<file path="config.mk">
export PLATFORM = sky130hd
export DESIGN_NAME = clk_rst_seq
export DESIGN_NICKNAME = d
export VERILOG_FILES = /design/src/rtl/clk_rst_seq.sv
export SDC_FILE = /design/constraint.sdc
export NUM_CORES = 1
export LEC_CHECK = 0
export BUFFER_PORTS_ARGS = -buffer_cell sky130_fd_sc_hd__buf_4
export CORE_ASPECT_RATIO = 0.8
export CORE_MARGIN = 1
export CORE_UTILIZATION = 45
export DETAILED_ROUTE_END_ITERATION = 16
export GPL_TIMING_DRIVEN = 0
export PLACE_DENSITY = 0.64
export SLEW_MARGIN = 20
export SYNTH_ARGS = -nofsm -noshare
export SYNTH_HDL_FRONTEND = slang
export SYNTH_SLANG_ARGS = --single-unit
export TNS_END_PERCENT = 10
</file>
<file path="constraint.sdc">
create_clock -name clk_25M -period 2.5 [get_ports clk_25M]
set_clock_uncertainty 0.15 [all_clocks]
set_input_delay 0.375 -clock clk_25M [delete_from_list [all_inputs] [get_ports clk_25M]]
set_output_delay 0.375 -clock clk_25M [all_outputs]
set_load 0.05 [all_outputs]
</file>
<file path="src/rtl/clk_rst_seq.sv">
// Clock/reset sequencer: pulses the PLL reset, qualifies the three lock inputs and
// releases the sys, rx and tx domain resets in order, retrying a bounded number of times.
module clk_rst_seq #(
  parameter int PLL_RST_CYC      = 16,
  parameter int LOCK_STABLE_CYC  = 1024,
  parameter int LOCK_TIMEOUT_CYC = 65535,
  parameter int STAGE_GAP_CYC    = 64,
  parameter int MAX_RETRY        = 3
) (
  input  logic       clk_25M,
  input  logic       rst_n,
  input  logic       lock_main,
  input  logic       lock_rx,
  input  logic       lock_tx,
  output logic       pll_rst,
  output logic       rst_sys_n,
  output logic       rst_rx_n,
  output logic       rst_tx_n,
  output logic       seq_done,
  output logic       seq_fail,
  output logic       lock_lost,
  output logic [3:0] retry_cnt
);

  localparam logic [15:0] PLL_LAST     = 16'(PLL_RST_CYC - 1);
  localparam logic [15:0] STABLE_LAST  = 16'(LOCK_STABLE_CYC - 1);
  localparam logic [15:0] TIMEOUT_LAST = 16'(LOCK_TIMEOUT_CYC - 1);
  localparam logic [15:0] GAP_LAST     = 16'(STAGE_GAP_CYC - 1);
  localparam logic [3:0]  RETRY_MAX    = 4'(MAX_RETRY);

  typedef enum logic [2:0] {
    ST_PLL_RST,
    ST_WAIT_LOCK,
    ST_REL_SYS,
    ST_REL_RX,
    ST_RUN,
    ST_FAIL
  } state_t;

  state_t      state_reg;
  logic [15:0] cnt_reg;
  logic [15:0] scnt_reg;
  logic [1:0]  rst_sync_reg;
  logic        run_en;
  logic [2:0]  lock_async;
  logic [2:0]  lock_sync;
  logic        all_lock;
  logic        lose_now;

  // The sequencer only starts once the rst_n release has been re-timed to clk_25M.
  always_ff @(posedge clk_25M or negedge rst_n) begin
    if (!rst_n) begin
      rst_sync_reg <= 2'b00;
    end else begin
      rst_sync_reg <= {rst_sync_reg[0], 1'b1};
    end
  end

  assign run_en     = rst_sync_reg[1];
  assign lock_async = {lock_tx, lock_rx, lock_main};

  generate
    for (genvar gi = 0; gi < 3; gi++) begin : g_lock_sync
      logic s1_reg;
      logic s2_reg;
      always_ff @(posedge clk_25M or negedge rst_n) begin
        if (!rst_n) begin
          s1_reg <= 1'b0;
          s2_reg <= 1'b0;
        end else begin
          s1_reg <= lock_async[gi];
          s2_reg <= s1_reg;
        end
      end
      assign lock_sync[gi] = s2_reg;
    end
  endgenerate

  assign all_lock = &lock_sync;

  // Losing lock after the first release outranks any stage advance.
  always_comb begin
    lose_now = 1'b0;
    if (!all_lock && (state_reg == ST_REL_SYS || state_reg == ST_REL_RX ||
                      state_reg == ST_RUN)) begin
      lose_now = 1'b1;
    end
  end

  always_ff @(posedge clk_25M or negedge rst_n) begin
    if (!rst_n) begin
      state_reg <= ST_PLL_RST;
      cnt_reg   <= 16'd0;
      scnt_reg  <= 16'd0;
      pll_rst   <= 1'b1;
      rst_sys_n <= 1'b0;
      rst_rx_n  <= 1'b0;
      rst_tx_n  <= 1'b0;
      seq_done  <= 1'b0;
      seq_fail  <= 1'b0;
      lock_lost <= 1'b0;
      retry_cnt <= 4'd0;
    end else if (run_en) begin
      if (lose_now) begin
        state_reg <= ST_PLL_RST;
        cnt_reg   <= 16'd0;
        scnt_reg  <= 16'd0;
        pll_rst   <= 1'b1;
        rst_sys_n <= 1'b0;
        rst_rx_n  <= 1'b0;
        rst_tx_n  <= 1'b0;
        seq_done  <= 1'b0;
        lock_lost <= 1'b1;
      end else begin
        case (state_reg)
          ST_PLL_RST: begin
            scnt_reg <= 16'd0;
            if (cnt_reg == PLL_LAST) begin
              state_reg <= ST_WAIT_LOCK;
              cnt_reg   <= 16'd0;
              pll_rst   <= 1'b0;
            end else begin
              cnt_reg <= cnt_reg + 16'd1;
            end
          end
          ST_WAIT_LOCK: begin
            // Stability is tested first so it wins on the timeout cycle.
            if (all_lock && scnt_reg == STABLE_LAST) begin
              state_reg <= ST_REL_SYS;
              cnt_reg   <= 16'd0;
              scnt_reg  <= 16'd0;
              rst_sys_n <= 1'b1;
            end else if (cnt_reg == TIMEOUT_LAST) begin
              cnt_reg  <= 16'd0;
              scnt_reg <= 16'd0;
              if (retry_cnt == RETRY_MAX) begin
                state_reg <= ST_FAIL;
                seq_fail  <= 1'b1;
              end else begin
                state_reg <= ST_PLL_RST;
                retry_cnt <= retry_cnt + 4'd1;
                pll_rst   <= 1'b1;
              end
            end else begin
              cnt_reg  <= cnt_reg + 16'd1;
              scnt_reg <= all_lock ? scnt_reg + 16'd1 : 16'd0;
            end
          end
          ST_REL_SYS: begin
            if (cnt_reg == GAP_LAST) begin
              state_reg <= ST_REL_RX;
              cnt_reg   <= 16'd0;
              rst_rx_n  <= 1'b1;
            end else begin
              cnt_reg <= cnt_reg + 16'd1;
            end
          end
          ST_REL_RX: begin
            if (cnt_reg == GAP_LAST) begin
              state_reg <= ST_RUN;
              cnt_reg   <= 16'd0;
              rst_tx_n  <= 1'b1;
              seq_done  <= 1'b1;
              retry_cnt <= 4'd0;
            end else begin
              cnt_reg <= cnt_reg + 16'd1;
            end
          end
          ST_RUN: begin
            cnt_reg <= 16'd0;
          end
          ST_FAIL: begin
            pll_rst   <= 1'b0;
            rst_sys_n <= 1'b0;
            rst_rx_n  <= 1'b0;
            rst_tx_n  <= 1'b0;
            seq_done  <= 1'b0;
            seq_fail  <= 1'b1;
          end
          default: begin
            state_reg <= ST_PLL_RST;
            cnt_reg   <= 16'd0;
            scnt_reg  <= 16'd0;
            pll_rst   <= 1'b1;
            rst_sys_n <= 1'b0;
            rst_rx_n  <= 1'b0;
            rst_tx_n  <= 1'b0;
            seq_done  <= 1'b0;
          end
        endcase
      end
    end
  end

endmodule

</file>
* Word-level counts from Yosys, hierarchy flattened *
Cells that the tools add are included.

cells by class
  equality and inequality tests = 30
  reductions and logical operators = 26
  $add $sub $neg = 3
  multiplexer cells = 43
  bitwise gates (word level) = 1

operator list
  kind                     count
  $mux W16                 9
  $pmux W16 S4             1
  $add A16 B1 Y16 const B  2
  $pmux W16 S2             1
  $mux W3                  7
  $reduce_and A6 Y1        3
  $eq A16 B10 Y1 const B   1
  $eq A16 B16 Y1 const B   1
  $eq A16 B4 Y1 const B    1
  $eq A16 B6 Y1 const B    1
  $mux W4                  4
  $reduce_or A4 Y1         4
  $ne A3 B3 Y1 const B     5
  $pmux W3 S5              1
  $mux W1                  14
  $ne A2 B1 Y1 const B     7
  $reduce_and A3 Y1        4
  $ne A2 B2 Y1 const B     5
  $pmux W1 S2              4
  $pmux W4 S2              1
  $reduce_and A7 Y1        1
  $eq A3 B2 Y1 const B     2
  $eq A3 B3 Y1 const B     2
  $ne A3 B2 Y1 const B     2
  14 further kinds         20

word-level totals
  output and inout port bits = 11
  register bits = 53
  bits of input ports = 5

* Longest topological paths before layout *
  depth after elaboration = 7
  mapped depth = 9
  depth with buffers taken out = 8

* Worst setup path after synthesis *
Ideal clock, no wire load.

  path type = reg-to-reg
  start point = reg retry_cnt[0]
  end point = reg retry_cnt[3]
  data required time = 2.206 ns
  slack = 0.243 ns
  cell stages (with the launch flop) = 8
  clock period less this slack = 2.257 ns
  setup time = 0.144 ns
  arrival time = 1.963 ns
  cells stage by stage = dfrtp_1 ha_1 nor3b_1 and2_1 a211oi_1 o2111ai_2 o21ai_1 o31ai_1

between the ends
  cells in the longest elaborated chain, start to end = 5
  elaborated cells between the ends (all ways) = 8
  classes of those cells = add/sub: 1; eq/ne: 2; mux: 4; reduce/logical: 1

ends and longest elaborated chain
  element                   line  RTL
  start: declaration        22    output logic [3:0] retry_cnt
  start signal: assignment  141   retry_cnt <= retry_cnt + 4'd1;
  $add A4 B1 Y4             141
  $mux W4                   136   if (retry_cnt == RETRY_MAX) begin
  $mux W4                   133   end else if (cnt_reg == TIMEOUT_LAST) begin
  $mux W4                   128   if (all_lock && scnt_reg == STABLE_LAST) begin
  $pmux W4 S2               115   case (state_reg)

Several ways; a longest one is shown, not always the timed one. The select of a mux whose other input is x is not followed.
A chain may end at the register's enable or synchronous reset.

* Worst setup path in the final report *
  start point = reg scnt_reg[0]
  end point = reg state_reg[2]

between the ends
  cells in the longest elaborated chain, start to end = 5
  elaborated cells between the ends (all ways) = 7
  classes of those cells = eq/ne: 2; mux: 3; reduce/logical: 2

ends and longest elaborated chain
  element                   line  RTL
  start: declaration        42    logic [15:0] scnt_reg;
  start signal: assignment  146   scnt_reg <= all_lock ? scnt_reg + 16'd1 : 16'd0;
  $eq A16 B10 Y1 *          128
  $logic_and A1 B1 Y1 *     128
  $mux W3                   128
  $pmux W3 S5               115
  $mux W3                   104   if (lose_now) begin
  end signal: assignment    105   state_reg <= ST_PLL_RST;
  end signal: assignment    119   state_reg <= ST_WAIT_LOCK;
  end signal: assignment    129   state_reg <= ST_REL_SYS;
  end: declaration          40    state_t state_reg;

Every way passes the cells marked *; elsewhere a longest branch is shown, timed or not.

==> impl_summary.md <==
Logic synthesis
Yosys printed 0 warnings. After synthesis, the cell types taking the most area are sky130_fd_sc_hd__dfrtp_1 44%, sky130_fd_sc_hd__nand2_1 3.8%, sky130_fd_sc_hd__nand3_1 3.4%. The count of mapped cells out of synthesis is 323. The post-synthesis sequential area ratio is between 40% and 50%. The count of distinct cell types in the synthesized netlist is 57. Of all cell types, the one taking the most synthesized area is sky130_fd_sc_hd__dfrtp_1. The async set or reset register ratio after synthesis is 100.0%. A synthesized cell averages between 9 and 10 sq um. The most used flip-flop cell after synthesis is sky130_fd_sc_hd__dfrtp_1.

The synthesized design contains 0 enable-type register cells. The register bit total from synthesis is 53. The post-synthesis net count is 332.

The synthesized area is 0.002964 sq mm. The portion of synthesized cell area occupied by the leading cell type is 43.90%.

Drt
For this run, design rule violations remaining after detail routing come to 0. Summing over every cut layer, the via total after detailed routing is around 2500. Before antenna repair, the detailed router went through 6 iterations. The mean number of vias per cell is slightly below 6.

In the final routed layout, each cell accounts on average for 15.22 um. The initial DRC count is 207. The count of nets left with antenna violations after detail routing is 0. The total length of routed wires is around 6600 um.

Pwr
Of the total power, the share spent switching nets is 42.06%. The leakage dissipation is approximately 0.0015 uW. Sequential cells account for 40.4% of the total power. The clock network is responsible for 19.5% of the overall power.

The fraction of power consumed by combinational cells is 40.2%. The switching component of the power is between 1000 and 1500 uW. The internal power contribution is around 1600 uW. Power spread over the standard cell area amounts to 802.5 mW/mm^2. The worst-case IR drop observed on VDD is 0.6683 mV.

Worst setup path
The critical path startpoint category is a register. STA classifies the critical path endpoint as a register. The largest single stage delay on the critical path is 430 ps. The critical-path cell with the highest stage delay is sky130_fd_sc_hd__dfrtp_1. The signal on the critical path passes through ha_1 -> and3_1 -> nand3_1 -> nor3_4 -> clkbuf_4 -> o2111ai_2 -> a211oi_1 -> a21o_1.

The biggest fanout along the worst timing path is 10. The cell family contributing the most delay on the critical path is simple AND/OR/NAND/NOR gates. For the worst setup path, the data required time is 2620 ps. The buffering stage count on the worst path with inverters included is 1.

The startpoint identified for the worst register-to-register timing path is scnt_reg[0]. Tracing the worst setup path back leads to its startpoint at scnt_reg[0]. The worst setup path is of the register to register kind.

The signal arrival time at the worst endpoint is roughly 2500 ps.

Floorplan
For this design the top-level I/O count stands at 16. The floorplan step set the die width to a little over 90 um. The overall die height is around 75 um. The die covers roughly 0.007 sq mm.

The effective utilization at floorplan is 46.49%. The area of the core is 0.006376 sq mm. The number of core rows is 26.

CTS
Clock tree synthesis inserted a total of 5 buffers. The number of H-tree levels is 2. The clock insertion delay at the later pin of the skew report is 320 ps.

The clock transition time at the flip-flop clock pins of the worst setup and hold paths is 110 ps. The number of clock sinks is 53. The post-CTS setup-driven buffer insertion count is 0. The longest clock path from root to sink contains 2 buffers. The tree is rooted in a sky130_fd_sc_hd__clkbuf_8. The clock tree from TritonCTS is built.

Finish
The repair_antennas step left the layout with diodes totalling 0. The area added between synthesis and finish is 13.13%. The fraction of final layout cells with drive strength greater than 1 is 15.43%. After the last flow step, the layout net total stands at 358.

Once layout is done, the placed cells without fillers occupy 0.003353 sq mm. The utilization after layout is between 50% and 60%. In the layout the commonest cells are 52 x sky130_fd_sc_hd__dfrtp_1, 30 x sky130_fd_sc_hd__nand2_1, 20 x sky130_fd_sc_hd__nand3_1, 20 x sky130_fd_sc_hd__nor2_1. Fill cells in the final layout number about 640.

Leaving out fill and tap cells, the most frequent cell in the layout is sky130_fd_sc_hd__dfrtp_1.

Placed design
The routability congestion estimate is 0.8319. The total cell area at the placement stage is 0.003182 sq mm. The half-perimeter wire length after detailed placement is roughly 4400 um. Buffers placed on the I/O ports in this run total 15.

STA
The setup TNS is 0 ps. The minimum clock period after layout is 2387 ps. Headroom to the max-slew limit came out at 55.43%. Dividing the final minimum period by the clock period gives a little over nine tenths. The tightest hold path in the finished design has a slack of approximately 210 ps. The number of hold violations in the final report is 0. For the pin with the worst max-slew slack, the measured transition is 668.6 ps. The max-slew violation count is 0. Based on the critical path, the design can be clocked at up to 0.4189 GHz.

The final-report setup violation count is 0. Setup repair after global routing could not meet its margin everywhere.

Global routing
Global routing used 19.66% of the available tracks across all layers. The number of antenna violations at the first check in global routing came to 0. The maximum number of pins on one net before global-route repair is 54. The first global-routing pass estimated 10670 um of wire. The via count of the first global-routing pass is 2193. The total overflow reported by the global router is 0.

Run status
The run finished with clean final reports.

Worst hold path
The worst hold path class is register to register. The origin of the worst min-delay path is g_lock_sync[1].s1_reg.

Job
The number of maximum-capacitance violations is 0.
[logic make-up after synthesis]
logic type	count (synthesis)	share of synthesized area, %
DFF	53	44.79
muxes	1	0.3799
xor gates and xnor gates	3	0.8866
buffers and inverters	26	4.305
adders and majority gates	4	1.689
AOI/OAI and AO/OA	93	22.04
and+or+nand+nor	142	25.79
other	1	0.1265
[power by group through the flow]
stage | logic, uW | clock network, uW | registers (uW)
2_1_floorplan | 614 | 0 | 1260
3_3_place_gp | 1030 | 0 | 1100
3_5_place_dp | 1040 | 0 | 1100
4_1_cts | 1050 | 537 | 1080
5_1_grt | 1170 | 568 | 1110
6_report | 1080 | 524 | 1090
[routing by layer]
layer	share of wire, %	GRT usage, %	vias to the layer above
met2	43	28.07	63
met3	4.7	3.885	5
met5	0	0	-
met4	0.92	7.009	0
li1	-	-	1232
met1	52	29.58	1220
[repair_timing]
item / 4_1_cts / 5_1_grt
endpoints found under the setup margin: 0 / 12
hold endpoints to repair: 55 / 0
resized for setup: 0 / 8
hold buffers: 4 / 0
[Yosys cell counts (5+ instances only)]
| master | n |
|---|---|
| sky130_fd_sc_hd__dfrtp_1 | 52 |
| sky130_fd_sc_hd__a22o_1 | 5 |
| sky130_fd_sc_hd__a21oi_1 | 13 |
| sky130_fd_sc_hd__a21o_1 | 8 |
| sky130_fd_sc_hd__inv_1 | 9 |
| sky130_fd_sc_hd__or3_1 | 6 |
| sky130_fd_sc_hd__and3_1 | 12 |
| sky130_fd_sc_hd__nor3_1 | 12 |
| sky130_fd_sc_hd__nand2_1 | 30 |
| sky130_fd_sc_hd__nor2_1 | 20 |
| sky130_fd_sc_hd__nand3_1 | 20 |
| sky130_fd_sc_hd__nor2b_1 | 8 |
| sky130_fd_sc_hd__o21ai_1 | 15 |
| sky130_fd_sc_hd__o31ai_1 | 8 |
| sky130_fd_sc_hd__buf_2 | 6 |
| sky130_fd_sc_hd__a31oi_1 | 7 |
| sky130_fd_sc_hd__clkbuf_1 | 6 |
| sky130_fd_sc_hd__o21ai_0 | 17 |
| sky130_fd_sc_hd__nand4_1 | 7 |
[worst reg2reg max path: stages (launching register included)]
cell                        delay, ps
sky130_fd_sc_hd__dfrtp_1          430
sky130_fd_sc_hd__ha_1             210
sky130_fd_sc_hd__and3_1           260
sky130_fd_sc_hd__nand3_1          170
sky130_fd_sc_hd__nor3_4           250
sky130_fd_sc_hd__clkbuf_4         290
sky130_fd_sc_hd__o2111ai_2        210
sky130_fd_sc_hd__a211oi_1         260
sky130_fd_sc_hd__a21o_1           110
[worst paths after layout]
path | to | slack, ps | cells past startpoint
max | state_reg[2] | 110 | 8
min | g_lock_sync[1].s2_reg | 210 | 0
max reg2reg | state_reg[2] | 110 | 8
min reg2reg | g_lock_sync[1].s2_reg | 210 | 0
max in group asynchronous | cnt_reg[6] | 1280 | 2
min in group asynchronous | scnt_reg[5] | 480 | 2
[stage by stage]
step                setup slack, ps  instances  power, uW
floorplan                     242.5        323       1873
global placement              114.4        422       2133
detailed placement            108.1        422       2142
CTS                           65.70        434       2671
global route                 -43.08        434       2848
finish                        113.0        434       2691
[cell type report]
type                       instances  area [sq um]  share of cell area [%]
clock inverter                     3         25.02                  0.7463
sequential                        53          1328                   39.59
inverter                          10         37.54                   1.119
timing repair buffer              19         152.6                   4.552
multi-input combinational        244          1543                   46.01
buffer                            16         93.84                   2.799
clock buffer                       5         68.82                   2.052
tap                               84         105.1                   3.134
Power figures use the tool's default switching activity.
